[src/rtl/regfile_wport_arbiter_if.sv]
// Write-port bundle: two writeback requesters in, one
// registered register-file write port plus debug out.
interface regfile_wport_arbiter_if #(
  parameter int AW = 5,
  parameter int DW = 32
);
  logic          VALID0;
  logic [AW-1:0] ADDR0;
  logic [DW-1:0] DATA0;
  logic          READY0;
  logic          VALID1;
  logic [AW-1:0] ADDR1;
  logic [DW-1:0] DATA1;
  logic          READY1;
  logic          SEL;
  logic          WE;
  logic [AW-1:0] WADDR;
  logic [DW-1:0] WDATA;
  logic          STALL0;
  logic [1:0]    WAIT_CNT;

  modport master (
    output VALID0, ADDR0, DATA0,
    output VALID1, ADDR1, DATA1,
    input  READY0, READY1, SEL, WE,
    input  WADDR, WDATA, STALL0, WAIT_CNT
  );

  modport slave (
    input  VALID0, ADDR0, DATA0,
    input  VALID1, ADDR1, DATA1,
    output READY0, READY1, SEL, WE,
    output WADDR, WDATA, STALL0, WAIT_CNT
  );
endinterface

[src/rtl/regfile_wport_arbiter.sv]
// Shares the register-file write port between the ALU (req 0)
// and load return (req 1): fixed priority to req 0 with aging.
// Ports: CLK, RST (sync, active-high), bus (slave modport):
//   VALIDi/ADDRi/DATAi in, READYi out (comb), STALL0 out,
//   SEL/WE/WADDR/WDATA registered write port, WAIT_CNT debug.
module regfile_wport_arbiter #(
  parameter int AW       = 5,
  parameter int DW       = 32,
  parameter int MAX_WAIT = 3
) (
  input logic                    CLK,
  input logic                    RST,
  regfile_wport_arbiter_if.slave bus
);
  localparam logic [1:0] MW = 2'(MAX_WAIT);

  logic          g0;
  logic          g1;
  logic          aged;
  logic [1:0]    wait_cnt;
  logic          we_q;
  logic          sel_q;
  logic [AW-1:0] waddr_q;
  logic [DW-1:0] wdata_q;

  // Aged req 1 beats req 0; otherwise req 1 only
  // wins when req 0 is idle.
  always_comb begin
    aged = bus.VALID1 && (wait_cnt >= MW);
    g1   = !RST && bus.VALID1
           && (aged || !bus.VALID0);
    g0   = !RST && bus.VALID0 && !g1;
  end

  always_ff @(posedge CLK) begin
    if (RST) begin
      wait_cnt <= '0;
    end else if (g1 || !bus.VALID1) begin
      wait_cnt <= '0;
    end else if (wait_cnt < MW) begin
      wait_cnt <= wait_cnt + 2'd1;
    end
  end

  // r0 writes are accepted but never raise WE.
  always_ff @(posedge CLK) begin
    if (RST) begin
      we_q    <= 1'b0;
      sel_q   <= 1'b0;
      waddr_q <= '0;
      wdata_q <= '0;
    end else if (g0) begin
      we_q    <= |bus.ADDR0;
      sel_q   <= 1'b0;
      waddr_q <= bus.ADDR0;
      wdata_q <= bus.DATA0;
    end else if (g1) begin
      we_q    <= |bus.ADDR1;
      sel_q   <= 1'b1;
      waddr_q <= bus.ADDR1;
      wdata_q <= bus.DATA1;
    end else begin
      we_q    <= 1'b0;
    end
  end

  assign bus.READY0   = g0;
  assign bus.READY1   = g1;
  assign bus.STALL0   = !RST && bus.VALID0 && !g0;
  assign bus.WAIT_CNT = wait_cnt;
  assign bus.WE       = we_q;
  assign bus.SEL      = sel_q;
  assign bus.WADDR    = waddr_q;
  assign bus.WDATA    = wdata_q;
endmodule
[src/flat_wrapper.sv]
// flat-port wrapper written by rule: the top's interface ports become plain ports
module regfile_wport_arbiter_flat 
#(
  parameter int AW       = 5,
  parameter int DW       = 32,
  parameter int MAX_WAIT = 3
)
  (CLK, RST, bus_VALID0, bus_ADDR0, bus_DATA0, bus_VALID1, bus_ADDR1, bus_DATA1, bus_READY0, bus_READY1, bus_SEL, bus_WE, bus_WADDR, bus_WDATA, bus_STALL0, bus_WAIT_CNT);
  regfile_wport_arbiter_if #(.AW(AW), .DW(DW)) bus_i ();
  input logic CLK;
  input logic RST;
  input wire logic [$bits(bus_i.VALID0)-1:0] bus_VALID0;
  input wire logic [$bits(bus_i.ADDR0)-1:0] bus_ADDR0;
  input wire logic [$bits(bus_i.DATA0)-1:0] bus_DATA0;
  input wire logic [$bits(bus_i.VALID1)-1:0] bus_VALID1;
  input wire logic [$bits(bus_i.ADDR1)-1:0] bus_ADDR1;
  input wire logic [$bits(bus_i.DATA1)-1:0] bus_DATA1;
  output wire logic [$bits(bus_i.READY0)-1:0] bus_READY0;
  output wire logic [$bits(bus_i.READY1)-1:0] bus_READY1;
  output wire logic [$bits(bus_i.SEL)-1:0] bus_SEL;
  output wire logic [$bits(bus_i.WE)-1:0] bus_WE;
  output wire logic [$bits(bus_i.WADDR)-1:0] bus_WADDR;
  output wire logic [$bits(bus_i.WDATA)-1:0] bus_WDATA;
  output wire logic [$bits(bus_i.STALL0)-1:0] bus_STALL0;
  output wire logic [$bits(bus_i.WAIT_CNT)-1:0] bus_WAIT_CNT;
  assign bus_i.VALID0 = bus_VALID0;
  assign bus_i.ADDR0 = bus_ADDR0;
  assign bus_i.DATA0 = bus_DATA0;
  assign bus_i.VALID1 = bus_VALID1;
  assign bus_i.ADDR1 = bus_ADDR1;
  assign bus_i.DATA1 = bus_DATA1;
  assign bus_READY0 = bus_i.READY0;
  assign bus_READY1 = bus_i.READY1;
  assign bus_SEL = bus_i.SEL;
  assign bus_WE = bus_i.WE;
  assign bus_WADDR = bus_i.WADDR;
  assign bus_WDATA = bus_i.WDATA;
  assign bus_STALL0 = bus_i.STALL0;
  assign bus_WAIT_CNT = bus_i.WAIT_CNT;
  regfile_wport_arbiter #(.AW(AW), .DW(DW), .MAX_WAIT(MAX_WAIT)) u_core (.CLK(CLK), .RST(RST), .bus(bus_i));
endmodule
[config.mk]
export PLATFORM = sky130hd
export DESIGN_NAME = regfile_wport_arbiter_flat
export DESIGN_NICKNAME = d
export VERILOG_FILES = /design/src/rtl/regfile_wport_arbiter_if.sv /design/src/rtl/regfile_wport_arbiter.sv /design/src/flat_wrapper.sv
export SDC_FILE = /design/constraint.sdc
export NUM_CORES = 1
export LEC_CHECK = 0
export BUFFER_PORTS_ARGS = -buffer_cell sky130_fd_sc_hd__buf_2
export CAP_MARGIN = 20
export CORE_MARGIN = 10
export CORE_UTILIZATION = 38
export DETAILED_ROUTE_END_ITERATION = 12
export PLACE_DENSITY = 0.83
export SLEW_MARGIN = 30
export SYNTH_ARGS = -nofsm -noshare
export SYNTH_HDL_FRONTEND = slang
export SYNTH_SLANG_ARGS = --single-unit
[constraint.sdc]
create_clock -name CLK -period 1.5 [get_ports CLK]
set_clock_uncertainty 0.1 [all_clocks]
set_input_delay 0.3 -clock CLK [delete_from_list [all_inputs] [get_ports CLK]]
set_output_delay 0.3 -clock CLK [all_outputs]
set_load 0.01 [all_outputs]
**After elaboration in Yosys (flattened, before gate mapping)**

Index checks and enable logic that the tools add are counted.

- Bits in registers: 41
- Input port bits: 78
- Output and inout bits: 44
- Logic and storage cells: 32

- Add/subtract/negate cells: 1
- $lt $le $gt $ge: 2
- Muxes and demuxes: 6
- Reductions and logical operators: 18

Operators by type and width:

| operator | count |
|---|---|
| 32-bit 2-to-1 mux | 2 |
| 5-bit 2-to-1 mux | 2 |
| 5-bit OR reduction | 2 |
| 1-bit logical AND | 6 |
| 1-bit logical NOT | 5 |
| 2-bit OR reduction | 2 |
| 2-bit by 1-bit adder with 2-bit output, second input constant | 1 |
| 2-bit >= comparator, second input constant | 1 |
| 1-bit logical OR | 2 |
| 2-bit < comparator, second input constant | 1 |
| 1-bit 2-to-1 mux | 2 |
| 2-bit nonzero test | 1 |

**Depth between registers and ports, before layout**

Gate-level depths: netlist of the first run.

- Depth in word-level cells: 8
- Depth in mapped cells: 6
- Gate-level depth less buffers: 4

**Least setup slack after synthesis of the first run**

OpenSTA, ideal clock, no wires.

- Kind: register to register
- From: register u_core.wait_cnt[0] (netlist: u_core.bus.WAIT_CNT[0])
- To: register u_core.waddr_q[4] (netlist: u_core.bus.WADDR[4])
- Library setup time: 122 ps
- Data arrival time: 1448 ps
- Data required time: 1278 ps
- Setup slack: -170 ps
- Cell stages (with the launch flop): 7
- Buffers on the path: 2
- Clock period less this slack: 1670 ps
- Cells stage by stage: dfxtp_1 -> ha_1 -> nand2_1 -> and3b_1 -> buf_2 -> buf_2 -> a221o_1

- Longest elaborated chain between the ends: 7
- Elaborated cells on any way between the ends: 8
- Those cells by class: 1 x order compare; 1 x mux; 6 x reduce/logical

Ends and longest elaborated chain:

| item | line | RTL |
|---|---|---|
| start: declaration | regfile_wport_arbiter.sv:20 | `logic [1:0] wait_cnt;` |
| start signal: assignment | regfile_wport_arbiter.sv:41 | `wait_cnt <= wait_cnt + 2'd1;` |
| 2-bit >= comparator * | regfile_wport_arbiter.sv:29 | `aged = bus.VALID1 && (wait_cnt >= MW);` |
| 1-bit logical AND * | regfile_wport_arbiter.sv:29 |  |
| 1-bit logical OR * | regfile_wport_arbiter.sv:31 | `&& (aged \|\| !bus.VALID0);` |
| 1-bit logical AND * | regfile_wport_arbiter.sv:31 |  |
| 1-bit logical NOT | regfile_wport_arbiter.sv:32 | `g0 = !RST && bus.VALID0 && !g1;` |
| 1-bit logical AND | regfile_wport_arbiter.sv:32 |  |
| 5-bit 2-to-1 mux or 2-bit nonzero test (tied branches) | n/a |  |
| end signal: assignment | regfile_wport_arbiter.sv:55 | `waddr_q <= bus.ADDR0;` |
| end signal: assignment | regfile_wport_arbiter.sv:60 | `waddr_q <= bus.ADDR1;` |
| end: declaration | regfile_wport_arbiter.sv:23 | `logic [AW-1:0] waddr_q;` |

Mark *: on every way between the ends. The rest lies on a longest branch, timed or not.
A chain may end at the register's enable or synchronous reset.

**Worst setup path in the final report of the first run**

- From: register u_core.wait_cnt[1] (netlist: u_core.bus.WAIT_CNT[1])
- To: output port bus_READY0

- Longest elaborated chain between the ends: 6

Ends and longest elaborated chain:

| item | line | RTL |
|---|---|---|
| 2-bit >= comparator | regfile_wport_arbiter.sv:29 |  |
| 1-bit logical AND | regfile_wport_arbiter.sv:29 |  |
| 1-bit logical OR | regfile_wport_arbiter.sv:31 |  |
| 1-bit logical AND | regfile_wport_arbiter.sv:31 |  |
| 1-bit logical NOT | regfile_wport_arbiter.sv:32 |  |
| 1-bit logical AND | regfile_wport_arbiter.sv:32 |  |
| end: declaration | flat_wrapper.sv:18 | `output wire logic [$bits(bus_i.READY0)-1:0] bus_READY0;` |

Every way passes these cells.

==> out/metrics.csv, run 1 <==
stage,metric,value,unit
pwr,p_per_area,862,mW/mm2
worst_setup_path,worstPathMaxFanout,4,
floorplanning,die-area,0.00818,mm2
sta,period_needed,1640,ps
run_status,outcome,"complete, but fails checks",
routing,drt_first_pass_iters,4,
grt,gr-total-overflow,0,
clocking,worstSkewPairLatency,280,ps
floorplanning,dieHeight,90.4,um
worst_setup_path,cp.required,1100,ps
sta,fin_tns_setup,-3050,ps
floorplanning,rows,25,
logic_synthesis,synth_nets,273,
logic_synthesis,synth_area_per_cell,9.72,um2
pwr,vdd_drop_max,0.430,mV
clocking,clk_pin_slew,80,ps
sta,finalSetupViolations,40,
routing,via_per_inst,5.43,
sta,tightest_slew,454,ps
logic_synthesis,syn_inst,194,
run_status,violations,negative setup slack,
layout,area_delta_synth_final,55.4,%
worst_setup_path,start_kind,flop,
flow_run,max_cap_violations,0,
logic_synthesis,synthFlopType,dfxtp_1,
grt,grt_pass1_vias,2204,
placement,portBuffers,121,
clocking,root_buffer,clkbuf_8,
routing,routedWlPerCell,17.6,um
logic_synthesis,synth_edf_count,0,
floorplanning,start_util,0.397,
placement,hpwl,5.47,mm
worst_setup_path,cp.arrival,1240,ps
logic_synthesis,netlist_area,0.00189,mm2
worst_setup_path,worstSetupPathType,reg2out,
logic_synthesis,yosys_warnings,0,
grt,grt_start_max_net_pins,22,
sta,hold_violations,0,
worst_hold_path,hold_class,in2reg,
layout,n_antenna_cell,0,
logic_synthesis,synth_seq_cells,41,
routing,ant_nets,0,
sta,maxSlewViolCount,0,
logic_synthesis,synth_cell_types,20,
floorplanning,io_pins,122,
sta,fmax,610,MHz
layout,final_layout_size_suffix_gt1_frac,0.520,
worst_setup_path,endpoint_kind,output pin,
logic_synthesis,yosysSeqAreaShare,0.435,
routing,drt-total-wl,6.93,mm
sta,finalCritPeriodShare,1.09,
clocking,clk_path_buf_depth,2,
grt,grt_pass1_wl,10.9,mm
logic_synthesis,async_flop_share,0,
floorplanning,die_x,90.4,um
clocking,ctsHoldBuffers,0,
layout,final_util,0.616,
layout,nets,405,
sta,fin_ws,-138,ps
placement,gpl.final_weighted_congestion,0.751,
sta,rsz0062_at_grt,yes,
clocking,clock-sinks,41,
routing,via_count,2141,
floorplanning,fp.coreArea,0.00475,mm2
clocking,h-tree-depth,2,
sta,slew_headroom,0.689,
clocking,cts_tree,done,
grt,antenna_found_initial,0,
routing,drc,0,
pwr,p_leak,1.49,nW
grt,grt_use_total,0.161,
routing,drtIter0Drc,118,
clocking,cts_buffers,5,
pwr,p_total,2.53,mW
## synth_stat cells, drive strengths merged (2+ instances only)
cell / count / area [um2]
dfxtp: 41 / 821
a2111oi: 37 / 324
a221o: 37 / 370
inv: 37 / 139
clkbuf: 16 / 63.8
buf: 6 / 47.5
nor2: 4 / 15.0
nand2: 3 / 11.3
nor2b: 3 / 18.8
nor3: 3 / 20.0
and3: 2 / 12.5
## power by group
part	switching (mW)	internal, mW
sequential	0.0462	1.17
combinational	0.257	0.270
clock	0.364	0.416
## state kept, by name (all words and copies together), names as in the netlist
register,cells
u_core.bus.WE,1
u_core.bus.SEL,1
u_core.bus.WADDR,5
u_core.bus.WAIT_CNT,2
u_core.bus.WDATA,32
## per-layer routing
layer  global-route usage  share of wire  up-vias
met4               0.0504          0.020        0
met2                0.281           0.51       91
met1                0.178           0.39     1007
li1                     -              -     1030
met3               0.0557          0.074       13
met5                    0              0        -
## stage by stage
step | cells | hold WS, ps | instance area (um2) | worst slack (ps)
2_1_floorplan | 194 | 336 | 1950 | -24.3
5_1_grt | 394 | 123 | 2930 | -205
6_report | 394 | 132 | 2930 | -138
3_3_place_gp | 384 | 330 | 2760 | -12.4
4_1_cts | 394 | 126 | 2920 | -149
3_5_place_dp | 384 | 336 | 2760 | -71.1
## timing repair
action,CTS,global route
pin swaps,4,8
cloned,0,0
setup buffers,2,0
gates resized for setup,11,6
setup endpoints to repair,40,41
## critical path, stage by stage, from the launching register on
cell and delay (ps):
dfxtp_4 360, ha_4 170, nand2_4 80, and3b_2 230, buf_6 120
## cells in the final DEF (no fill, tap or decap)
cell type / count
nand2_1: 2
nor3_1: 2
dfxtp_1: 39
inv_1: 37
a221o_1: 37
and3_1: 1
a2111oi_1: 10
buf_4: 19
and3b_2: 1
nor2_1: 3
nor2b_1: 1
clkinv_2: 1
a2111oi_2: 5
buf_6: 5
buf_2: 119
buf_12: 4
ha_4: 1
clkbuf_8: 7
nor2b_2: 1
nand3_1: 1
and3_4: 1
a2111oi_0: 22
nand2_4: 1
a22o_1: 1
a21o_1: 1
nor2b_4: 1
dfxtp_4: 2
nor2_2: 1
nor3_4: 1
## area by class of cell
class | instances | area [um2]
timing repair buffer | 147 | 875
fill | 422 | 1820
sequential | 41 | 828
inverter | 37 | 139
multi-input combinational | 94 | 903
clock inverter | 1 | 5.00
clock buffer | 7 | 96.3
tap | 67 | 83.8
## logic make-up (layout without fill, tap and decap cells)
group                    after synthesis  count (layout)  synth area share
AND/OR/NAND/NOR                       17              17            0.0484
adder cells (fa/ha/maj)                1               1           0.00663
flip-flops                            41              41             0.435
buffers and inverters                 59             192             0.133
AO/OA/AOI/OAI                         76              76             0.377
## final timing paths
path | start | endpoint | slack, ps | depth (start not counted)
setup / recovery | u_core.bus.WAIT_CNT[1] | bus_READY0 | -140 | 4
hold / removal | bus_DATA0[28] | u_core.bus.WDATA[28] | 130 | 2
setup reg to reg | u_core.bus.WAIT_CNT[1] | u_core.bus.WADDR[2] | -140 | 6
hold reg to reg | u_core.bus.SEL | u_core.bus.SEL | 360 | 1
Note: power is estimated with default switching activity, not from simulation.
==> inputs of run 2 (changes only) <==
- CORE_ASPECT_RATIO: not set -> 1.2
- CTS_CLUSTER_SIZE: not set -> 25
==> out/metrics.csv, run 2 (synthesized netlist as in run 1, its figures left out) <==
stage,metric,value,unit,change
layout,most-common-layout-cells,"120 x buf_2, 39 x dfxtp_1, 37 x inv_1, 37 x a221o_1, 24 x buf_4",,
clocking,clk_path_buf_depth,2,,unchanged
worst_hold_path,min_to,u_core.bus.WDATA[16],,
clocking,h-tree-depth,2,,unchanged
pwr,p_per_area,841,mW/mm2,-2.4%
run_status,violations,negative setup slack,,
clocking,clock-sinks,41,,unchanged
worst_setup_path,start_kind,flop,,
floorplanning,die_x,84.3,um,-6.8%
layout,nets,413,,+2.0%
routing,routedWlPerCell,18.5,um,+5.5%
routing,drtIter0Drc,118,,unchanged
sta,rsz0062_at_grt,yes,,
worst_setup_path,reg2reg_depth,6,,unchanged
placement,gpl.final_weighted_congestion,0.801,,+6.6%
clocking,cts_buffers,5,,unchanged
worst_setup_path,r2r_end,u_core.bus.WDATA[13],,
layout,instances_no_fill,395,,+0.25%
worst_hold_path,hold_class,in2reg,,
floorplanning,rows,28,,+12%
grt,gr-total-overflow,0,,unchanged
pwr,p_leak,1.53,nW,+3.0%
placement,portBuffers,121,,unchanged
clocking,cts_tree,done,,
sta,fmax,606,MHz,-0.66%
routing,drt-total-wl,7.32,mm,+5.7%
flow_run,max_cap_violations,0,,unchanged
worst_setup_path,worstSetupPathType,reg2out,,
routing,drt_first_pass_iters,4,,unchanged
grt,grt_pass1_vias,2296,,+4.2%
layout,area_delta_synth_final,62.4,%,
routing,via_per_inst,5.54,,+1.9%
placement,hpwl,5.56,mm,+1.6%
clocking,root_buffer,clkbuf_8,,
grt,antenna_found_initial,0,,unchanged
worst_setup_path,cp.arrival,1250,ps,about the same
routing,drc,0,,unchanged
worst_setup_path,endpoint_kind,output pin,,
floorplanning,die-area,0.00819,mm2,+0.15%
routing,via_count,2187,,+2.1%
routing,ant_nets,0,,unchanged
worst_hold_path,whs_path_depth,2,,unchanged
floorplanning,start_util,0.387,,-0.00937
floorplanning,fp.coreArea,0.00487,mm2,+2.4%
grt,grt_use_total,0.164,,+0.00299
placement,place_ws,-171,ps,-100 ps
sta,whs,123,ps,-9.13 ps
layout,final_cell_area,0.00306,mm2,+4.5%
layout,largest_reg_flops,32,,unchanged
layout,final_layout_size_suffix_gt1_frac,0.558,,+0.0383
worst_setup_path,rrSetupSlack,-130,ps,about the same
sta,hold_violations,0,,unchanged
sta,tightest_slew,489,ps,+34.7 ps
layout,layout_commonest_cell,buf_2,,
run_status,outcome,"complete, but fails checks",,
worst_setup_path,worstPathMaxFanout,2,,-2
sta,finalCritPeriodShare,1.10,,+0.00728
sta,fin_ws,-149,ps,-10.9 ps
worst_setup_path,cp.required,1100,ps,about the same
worst_hold_path,worstHoldStart,bus_DATA0[16],,
sta,finalSetupViolations,41,,+2.5%
placement,place_area,0.00273,mm2,-0.86%
sta,period_needed,1650,ps,+10.9 ps
sta,maxSlewViolCount,0,,unchanged
floorplanning,dieHeight,97.2,um,+7.4%
clocking,clk_pin_slew,80,ps,about the same
grt,grt_pass1_wl,11.1,mm,+1.3%
worst_setup_path,r2r-start,u_core.bus.WAIT_CNT[1],,
pwr,vdd_drop_max,0.514,mV,+19%
placement,place_inst,380,,-1.0%
clocking,worstSkewPairLatency,290,ps,about the same
floorplanning,io_pins,122,,unchanged
grt,grt_start_max_net_pins,22,,unchanged
layout,n_antenna_cell,0,,unchanged
sta,slew_headroom,0.666,,-0.0238
run 2: cell types whose count changed in the layout (fill, tap and decap cells not counted), moves of 2 or more:
cell,before,now
buf_4,19,24
buf_12,4,2
a2111oi_2,5,14
buf_6,5,7
a2111oi_0,22,14
a2111oi_1,10,8
run 2: power breakdown:
group	total (mW)	switching, mW	leakage (nW)	internal, mW
Sequential	1.22	0.0466	0.342	1.17
Combinational	0.564	0.279	1.13	0.285
Clock	0.793	0.378	0.0542	0.416
run 2: what timing repair did:
action                                  in CTS  in global routing
endpoints found under the setup margin      41                 41
endpoints found under the hold margin        0                  0
gates cloned                                 1                  1
hold buffers                                 0                  0
resized for setup                           20                 22
buffers inserted                             5                  1
pin swaps                                   18                 17
run 2: layout make-up:
class	instances	area [um2]
fillers	398	1810
multi-input cells	94	980
repair buffers	155	940
flip-flops and latches	41	828
inverters	37	139
clock buffers	7	96.3
well taps	60	75.1
clock inverters	1	5.00
run 2: worst max-delay path by stage:
stage | from | to | slack [ps]
floorplan | u_core.bus.WAIT_CNT[1] | u_core.bus.WADDR[4] | -20
global placement | u_core.bus.WAIT_CNT[1] | u_core.bus.WDATA[7] | -120
detailed placement | u_core.bus.WAIT_CNT[1] | u_core.bus.WDATA[29] | -170
CTS | u_core.bus.WAIT_CNT[0] | bus_READY0 | -140
global route | bus_VALID1 | bus_READY1 | -200
finish | u_core.bus.WAIT_CNT[1] | bus_READY1 | -150
run 2: metrics by stage:
step | setup TNS (ps) | power (mW) | util
after detailed placement | -5360 | 1.75 | 0.561
final | -4360 | 2.58 | 0.629
after floorplan | -328 | 1.47 | -
after CTS | -4640 | 2.57 | 0.607
after global placement | -4160 | 1.74 | 0.561
after global routing | -6120 | 2.69 | 0.629
run 2: worst max-delay path, cell delays in order (launching register included):
cell     delay (ps)
dfxtp_4         350
ha_4            180
buf_6           120
nor2b_4         120
nor2b_2          60
buf_2           140
run 2: metal layers:
layer	up-vias	routed length, um	GRT usage	share of wire
met5	-	0	0	0
met4	0	212	0.0645	0.029
met3	18	419	0.0394	0.057
met2	95	3970	0.297	0.54
met1	1031	2720	0.175	0.37
li1	1043	-	-	-
